==> src/rtl/ls_pkg.sv <==
// ls_pkg -- shared definitions for the load/store stage.
//   state_e     : load/store FSM states
//   MASK_B/H/W  : access-size byte masks (byte, half, word)
//   lane_extend : masks a right-aligned load word to the access size and
//                 zero- or sign-extends it to 32 bits
package ls_pkg;

  typedef enum logic [1:0] {
    ST_IDLE = 2'd0,
    ST_REQ  = 2'd1,
    ST_WAIT = 2'd2,
    ST_OUT  = 2'd3
  } state_e;

  localparam logic [3:0] MASK_B = 4'b0001;
  localparam logic [3:0] MASK_H = 4'b0011;
  localparam logic [3:0] MASK_W = 4'b1111;

  function automatic logic [31:0] lane_extend(input logic [31:0] word,
                                              input logic [3:0]  mask,
                                              input logic        sgn);
    logic signed [7:0]  b;
    logic signed [15:0] h;
    logic [31:0]        r;
    b = word[7:0];
    h = word[15:0];
    case (mask)
      MASK_B:  r = sgn ? 32'(b) : {24'd0, word[7:0]};
      MASK_H:  r = sgn ? 32'(h) : {16'd0, word[15:0]};
      default: r = word;
    endcase
    return r;
  endfunction

endpackage

==> src/rtl/ls_align.sv <==
// ls_align -- combinational load alignment and extension.
// Shifts the addressed byte lane of the raw memory word down to bit 0, then
// masks it to the access size and zero/sign-extends it.
//   rdata     : raw load word from memory
//   offset    : byte offset inside the word (address bits [1:0])
//   mask      : access-size byte mask
//   is_signed : sign-extend when set
//   data      : aligned, extended load result
module ls_align
  import ls_pkg::*;
#(
  parameter int XLEN   = 32,
  parameter int MASK_W = 4
) (
  input  logic [XLEN-1:0]   rdata,
  input  logic [1:0]        offset,
  input  logic [MASK_W-1:0] mask,
  input  logic              is_signed,
  output logic [XLEN-1:0]   data
);

  logic [XLEN-1:0]    shifted;
  logic signed [31:0] ext;

  assign shifted = rdata >> {offset, 3'b000};
  assign ext     = lane_extend(shifted[31:0], 4'(mask), is_signed);
  assign data    = XLEN'(ext);

endmodule

==> src/rtl/ls_unit.sv <==
// ls_unit -- load/store pipeline stage (consumer of the EX->LS register).
// Accepts one m_* bundle at a time (M_valid_i/m_ready_o), issues at most one
// data-memory transaction for loads/stores, and presents a registered
// write-back bundle to the LS->WB register (w_valid_o/w_ready_i).
// Ports:
//   clk_i, rst_i (async, active-low)
//   m_*           : incoming bundle from EX
//   mem_req_*     : request channel (addr word-aligned, wdata/wstrb lane-shifted)
//   mem_rvalid_i/mem_rdata_i : response channel (load data or store ack)
//   w_*           : write-back bundle
// Optional: define LS_MISALIGN_CHECK_EN to add w_misalign_o and to turn
// misaligned half/word accesses into memory-free pass-throughs; otherwise
// the strobe is simply truncated to the word.
module ls_unit
  import ls_pkg::*;
#(
  parameter int XLEN   = 32,
  parameter int SYS_W  = 8,
  parameter int RS_W   = 5,
  parameter int MASK_W = 4
) (
  input  logic              clk_i,
  input  logic              rst_i,
  input  logic [SYS_W-1:0]  m_sys_info_i,
  input  logic              m_wenReg_i,
  input  logic              m_wenCsr_i,
  input  logic [RS_W-1:0]   m_rd_i,
  input  logic [XLEN-1:0]   m_src1_i,
  input  logic [XLEN-1:0]   m_imm_i,
  input  logic              m_is_load_signed_i,
  input  logic              m_wenMem_i,
  input  logic              m_renMem_i,
  input  logic [MASK_W-1:0] m_mask_i,
  input  logic [XLEN-1:0]   m_npc_i,
  input  logic [XLEN-1:0]   m_res_i,
  input  logic              m_cnd_i,
  input  logic              M_valid_i,
  output logic              m_ready_o,
  output logic              mem_req_valid_o,
  input  logic              mem_req_ready_i,
  output logic [XLEN-1:0]   mem_addr_o,
  output logic              mem_wen_o,
  output logic [XLEN-1:0]   mem_wdata_o,
  output logic [3:0]        mem_wstrb_o,
  input  logic              mem_rvalid_i,
  input  logic [XLEN-1:0]   mem_rdata_i,
  output logic              w_valid_o,
  input  logic              w_ready_i,
  output logic [SYS_W-1:0]  w_sys_info_o,
  output logic              w_wenReg_o,
  output logic              w_wenCsr_o,
  output logic [RS_W-1:0]   w_rd_o,
  output logic [XLEN-1:0]   w_imm_o,
  output logic [XLEN-1:0]   w_npc_o,
  output logic              w_cnd_o,
`ifdef LS_MISALIGN_CHECK_EN
  output logic              w_misalign_o,
`endif
  output logic [XLEN-1:0]   w_data_o
);

  state_e state_q, state_d;

  logic [XLEN-1:0]   src1_q;
  logic [XLEN-1:0]   res_q;
  logic [MASK_W-1:0] mask_q;
  logic              signed_q;
  logic              is_store_q;
  logic              is_load_q;

  logic              accept;
  logic              capture;
  logic              mem_op;
  logic              misalign_in;
  logic [XLEN-1:0]   load_data;

  assign mem_op = m_wenMem_i | m_renMem_i;

`ifdef LS_MISALIGN_CHECK_EN
  assign misalign_in = mem_op &
                       (((m_mask_i == MASK_W'(ls_pkg::MASK_H)) & m_res_i[0]) |
                        ((m_mask_i == MASK_W'(ls_pkg::MASK_W)) & (m_res_i[1:0] != 2'b00)));
`else
  assign misalign_in = 1'b0;
`endif

  assign accept  = M_valid_i & (state_q == ST_IDLE);
  // A response is only meaningful once the request has been (or is being)
  // accepted; in IDLE/OUT it is dropped.
  assign capture = mem_rvalid_i &
                   (((state_q == ST_REQ) & mem_req_ready_i) | (state_q == ST_WAIT));

  always_ff @(posedge clk_i or negedge rst_i) begin
    if (!rst_i) state_q <= ST_IDLE;
    else        state_q <= state_d;
  end

  always_comb begin
    state_d         = state_q;
    m_ready_o       = 1'b0;
    mem_req_valid_o = 1'b0;
    w_valid_o       = 1'b0;
    case (state_q)
      ST_IDLE: begin
        // Gated by rst_i so the upstream sees no acceptance while reset is held.
        m_ready_o = rst_i;
        if (M_valid_i) state_d = (mem_op & ~misalign_in) ? ST_REQ : ST_OUT;
      end
      ST_REQ: begin
        mem_req_valid_o = 1'b1;
        if (mem_req_ready_i) state_d = mem_rvalid_i ? ST_OUT : ST_WAIT;
      end
      ST_WAIT: begin
        if (mem_rvalid_i) state_d = ST_OUT;
      end
      ST_OUT: begin
        w_valid_o = 1'b1;
        if (w_ready_i) state_d = ST_IDLE;
      end
      default: state_d = ST_IDLE;
    endcase
  end

  ls_align #(
    .XLEN   (XLEN),
    .MASK_W (MASK_W)
  ) u_align (
    .rdata     (mem_rdata_i),
    .offset    (res_q[1:0]),
    .mask      (mask_q),
    .is_signed (signed_q),
    .data      (load_data)
  );

  // Bundle capture on accept; w_data_o is preset to res so non-loads need
  // no further update, and loads overwrite it with the aligned response.
  always_ff @(posedge clk_i or negedge rst_i) begin
    if (!rst_i) begin
      w_sys_info_o <= '0;
      w_wenReg_o   <= 1'b0;
      w_wenCsr_o   <= 1'b0;
      w_rd_o       <= '0;
      w_imm_o      <= '0;
      w_npc_o      <= '0;
      w_cnd_o      <= 1'b0;
      w_data_o     <= '0;
      src1_q       <= '0;
      res_q        <= '0;
      mask_q       <= '0;
      signed_q     <= 1'b0;
      is_store_q   <= 1'b0;
      is_load_q    <= 1'b0;
`ifdef LS_MISALIGN_CHECK_EN
      w_misalign_o <= 1'b0;
`endif
    end else if (accept) begin
      w_sys_info_o <= m_sys_info_i;
      w_wenReg_o   <= m_wenReg_i & ~misalign_in;
      w_wenCsr_o   <= m_wenCsr_i;
      w_rd_o       <= m_rd_i;
      w_imm_o      <= m_imm_i;
      w_npc_o      <= m_npc_i;
      w_cnd_o      <= m_cnd_i;
      w_data_o     <= m_res_i;
      src1_q       <= m_src1_i;
      res_q        <= m_res_i;
      mask_q       <= m_mask_i;
      signed_q     <= m_is_load_signed_i;
      // Store wins when both memory enables are set.
      is_store_q   <= m_wenMem_i;
      is_load_q    <= m_renMem_i & ~m_wenMem_i;
`ifdef LS_MISALIGN_CHECK_EN
      w_misalign_o <= misalign_in;
`endif
    end else if (capture) begin
      w_data_o <= is_load_q ? load_data : res_q;
    end
  end

  assign mem_addr_o  = {res_q[XLEN-1:2], 2'b00};
  assign mem_wen_o   = is_store_q;
  assign mem_wdata_o = src1_q << {res_q[1:0], 3'b000};
  // Unaligned accesses lose the lanes shifted past byte 3 (no split access).
  assign mem_wstrb_o = 4'(mask_q) << res_q[1:0];

endmodule

==> config.mk <==
export PLATFORM = sky130hd
export DESIGN_NAME = ls_unit
export DESIGN_NICKNAME = d
export VERILOG_FILES = /design/src/rtl/ls_pkg.sv /design/src/rtl/ls_align.sv /design/src/rtl/ls_unit.sv
export SDC_FILE = /design/constraint.sdc
export NUM_CORES = 1
export LEC_CHECK = 0
export CAP_MARGIN = 20
export CORE_MARGIN = 3
export CORE_UTILIZATION = 41
export CTS_BUF_LIST = sky130_fd_sc_hd__clkbuf_4
export DETAILED_ROUTE_END_ITERATION = 8
export GPL_TIMING_DRIVEN = 0
export PLACE_DENSITY = 0.83
export SKIP_LAST_GASP = 1
export SYNTH_ARGS = -nofsm -noshare
export SYNTH_HDL_FRONTEND = slang
export SYNTH_HIERARCHICAL = 1
export SYNTH_SLANG_ARGS = --single-unit
==> constraint.sdc <==
create_clock -name clk_i -period 2 [get_ports clk_i]
set_clock_uncertainty 0.1 [all_clocks]
set_input_delay 0.4 -clock clk_i [delete_from_list [all_inputs] [get_ports clk_i]]
set_output_delay 0.4 -clock clk_i [all_outputs]
set_load 0.03 [all_outputs]
==> results.txt <==
The run gives 1 as the initial antenna violation count. Measured against the total synthesized area, the mux share comes to 13.3%. Summing the areas of all compound-gate instances in the mapped netlist gives 7.74% of the synthesized area.

The die covers 24500 µm². The path class of the tightest hold or removal check is in -> async. For the final setup slack of the worst path, the log shows -405 ps.

The signal on the critical path passes through buf_8, mux2_4, o221ai_4, buf_6, buf_6, o2bb2ai_2, mux2i_1, o21ai_1, mux2_4. Counting distinct cell types in the post-synthesis netlist gives 41. For this run, the top clock speed supported by timing is 0.416 GHz. The critical path is of the reg -> reg type. Synthesis handed over a netlist of 1025 instances. At the placement stage, the worst setup path has a slack of -637 ps.

Among all flip-flop cells after synthesis, the most frequent one is dfrtp_1. The placed instances occupy a cell area of 13400 µm². Dividing the detail-routed via count by the number of cells gives 5.18.

Cells with a size suffix above 1 make up 25.4% of the layout. Entering global routing, the biggest net connects 116 pins. Global-route wire length before repair: 49800 µm. During synthesis, Yosys emitted a total of 6 warnings. After synthesis, the largest family of logic cells by area is simple AND/OR/NAND/NOR gates. The final reports fail on negative hold slack, negative setup slack. The finished cells cover 14700 µm². Data arrives at the worst endpoint at 2800 ps.

Number of clock sinks: 185. The largest fanout on the critical path is 8, and the total global routing track utilization is 26.3%. The final route contains 9115 vias.

The logs give 0 for the number of design rule violations left after detail routing and 49.8% for the portion of the post-synthesis area used by sequential elements. The clock network latency to the later pin of the worst-skew pair came out at 570 ps. The worst path in the final design needs a cycle of 2400 ps, including I/O delays and setup.

In this run the vertical extent of the chip is 157 µm. The run gives 2400 ps as the data required time at the worst endpoint. The worst slew slack as a fraction of its limit was 55.4%; the utilization after layout was 66.6%. TritonCTS built the clock tree.

The critical path contains buffers and inverters numbering 3 combined. The run finished, with violations left. For this run the aggregate overflow at the end of global routing stands at 0. TritonCTS created 17 clock buffers. Port buffering added 370 buffers. The H-tree level count came out at 4. Root buffer cell: clkbuf_4.

STA classifies the critical path endpoint as a register. For the leakage power figure, the log shows 7.41 nW. The average cell area after synthesis is 9.07 µm². For the via count of the first global-routing pass, the log shows 9035. The cell row count is 54, and the count of antenna-violating nets left after detailed routing is 0. After clock tree synthesis, the clock-pin slew on the worst setup and hold paths is 190 ps. The run gives 69 as the setup-violating endpoint count in the final report. For this run, the slowest stage of the critical path takes 520 ps. The max-slew violation total from the final report is 0, and the deepest clock path buffer count is 2.

In this run the standard cell core region covers 22000 µm². The count of pins on the block boundary is 373. The fraction of the mapped netlist area in simple logic gates was 22.1%; the post-route setup TNS was -19320 ps.

Family of cells with the greatest summed delay on the critical path: multiplexers. The adder-cell share of the synthesized area is 0.807%. Setup repair after global routing could not meet its margin everywhere.

The maximum vdd ir drop was 900 µV; the count of routing violations after the opening detailed-route iteration was 550. The post-route clock period utilization came out at 120%. The horizontal die dimension was 157 µm; the detailed-route wire length per cell was 19.9 µm. The post-route worst hold slack is -366 ps, and the share of flip-flops with an asynchronous set or reset is 100%. In this run the power density over the cells is 1730 nW/µm². The worst setup path is launched from a register. The tool flagged a number of max-cap violations equal to 0.

For this run, the post-layout net count is 1660. The tools report the number of iterations in the first detailed-routing pass as 5. After synthesis the netlist holds a flip-flop and latch count of 185. The number of enable flip-flop cells after synthesis is 0. The final hold violation count is 70, and the initial cell density of the core is 42.2%. The synthesized area was 9300 µm²; the slew of the pin with the lowest slew margin was 668 ps. The parity-gate share of the synthesized area counting xor and xnor cells was 0%. The placed wire-length estimate after detailed placement came out at 25100 µm. The wire length reported by the detailed router came out at 35000 µm. The run gives 0.998 as the placer congestion estimate. The cell type of the slowest stage on the worst timing path was dfrtp_2.

Compared with the post-synthesis result, the final layout area differs by 57.8%.
-- cells by family (layout without fill, tap and decap cells) --
family	after synthesis	after routing
mux	117	117
simple gates	520	521
buf+inv	97	548
flops	185	185
fa+ha+maj	6	6
compound gates	99	99
other cells	1	3
-- area by class of cell --
cell class | count | area [µm²]
buffer | 92 | 713
fill | 1739 | 7350
multi-input combinational | 745 | 4680
sequential | 185 | 4640
antenna | 1 | 2.50
tap | 280 | 350
inverter | 3 | 13.8
clock buffer | 17 | 128
timing repair buffer | 421 | 3970
clock inverter | 15 | 175
-- through the flow --
step           total power (W)  std cells
2_1_floorplan           0.0155       1026
3_3_place_gp            0.0212       1676
3_5_place_dp            0.0215       1677
4_1_cts                 0.0238       1728
5_1_grt                 0.0267       1759
6_report                0.0254       1759
-- worst register-to-register path: stages, from the launching register on --
cell       delay, ps
dfrtp_2          520
buf_8            170
mux2_4           340
o221ai_4         270
buf_6            210
buf_6            130
o2bb2ai_2         70
mux2i_1          170
o21ai_1           80
mux2_4           290
-- cells in the final DEF, fill, tap and decap left out, types with 7 or more instances in the layout --
| cell type | instances |
|---|---|
| nand2_1 | 466 |
| clkdlybuf4s50_1 | 187 |
| dfrtp_1 | 180 |
| dlygate4sd2_1 | 101 |
| buf_4 | 99 |
| mux2i_1 | 59 |
| buf_2 | 31 |
| o21ai_1 | 28 |
| buf_6 | 28 |
| mux2_4 | 27 |
| clkbuf_4 | 20 |
| clkdlybuf4s15_2 | 18 |
| o21ai_0 | 15 |
| mux2_2 | 14 |
| clkbuf_2 | 12 |
| and2_4 | 11 |
| nor2_1 | 10 |
| clkdlybuf4s15_1 | 10 |
| clkbuf_1 | 9 |
| nor2b_1 | 8 |
| mux2i_2 | 8 |
| o2bb2ai_2 | 8 |
| a2bb2o_4 | 8 |
| mux2i_4 | 7 |
-- where the power goes --
group | internal [W] | switching [W] | leakage, nW
registers | 0.00543 | 0.00126 | 2.32
logic | 0.00701 | 0.00950 | 4.93
clock network | 0.000583 | 0.00156 | 0.156
total | 0.0130 | 0.0123 | 7.41
-- repair_timing --
item | CTS | global route
resized for setup | 551 | 183
gates cloned | 2 | 2
pin swaps | 9 | 13
setup buffers | 18 | 30
endpoints found under the hold margin | 70 | 70
endpoints found under the setup margin | 325 | 195
-- synthesized netlist by cell type, types with 7 or more instances --
master	count	share of area (%)
nor2b_1	17	1.1
and2_1	11	0.74
a21oi_1	10	0.54
o21ai_0	49	2.6
clkbuf_1	21	0.85
o2bb2ai_1	8	0.75
dfrtp_1	185	50
buf_6	7	0.85
buf_2	26	1.4
a211oi_1	10	0.81
nand2_1	471	19
buf_4	34	2.7
mux2i_1	74	8.0
mux2_2	35	4.2
nor2_1	12	0.48
-- state kept, by name, indices dropped and copies added, names as in the netlist --
register,cells
w_wenCsr_o,1
w_imm_o,32
signed_q,1
src1_q,32
w_wenReg_o,1
is_load_q,1
w_sys_info_o,8
w_cnd_o,1
w_rd_o,5
w_npc_o,32
state_q,2
w_data_o,32
mask_q,4
mem_wen_o,1
res_q,32
-- final timing paths --
check	startpoint	end	slack (ps)	depth (start not counted)
worst max-delay path	res_q[0]$_DFFE_PN0P_	w_data_o[19]$_DFFE_PN0P_	-400	9
worst min-delay path	rst_i	w_data_o[28]$_DFFE_PN0P_	-370	1
worst max register to register	res_q[0]$_DFFE_PN0P_	w_data_o[19]$_DFFE_PN0P_	-400	9
worst min register to register	w_imm_o[11]$_DFFE_PN0P_	w_imm_o[11]$_DFFE_PN0P_	390	2
max in group asynchronous	rst_i	mask_q[0]$_DFFE_PN0P_	1130	2
min in group clk_i	m_sys_info_i[3]	w_sys_info_o[3]$_DFFE_PN0P_	210	3
-- layer usage --
metal / track usage (%) / part of all wire [%] / vias up / wire length [µm]
li1: - / - / 4164 / -
met1: 30.1 / 37 / 4401 / 12900
met2: 47.3 / 51 / 466 / 17900
met3: 6.78 / 8.0 / 84 / 2810
met4: 9.84 / 3.9 / 0 / 1370
met5: 0 / 0 / - / 0
Power figures use the tool's default switching activity.
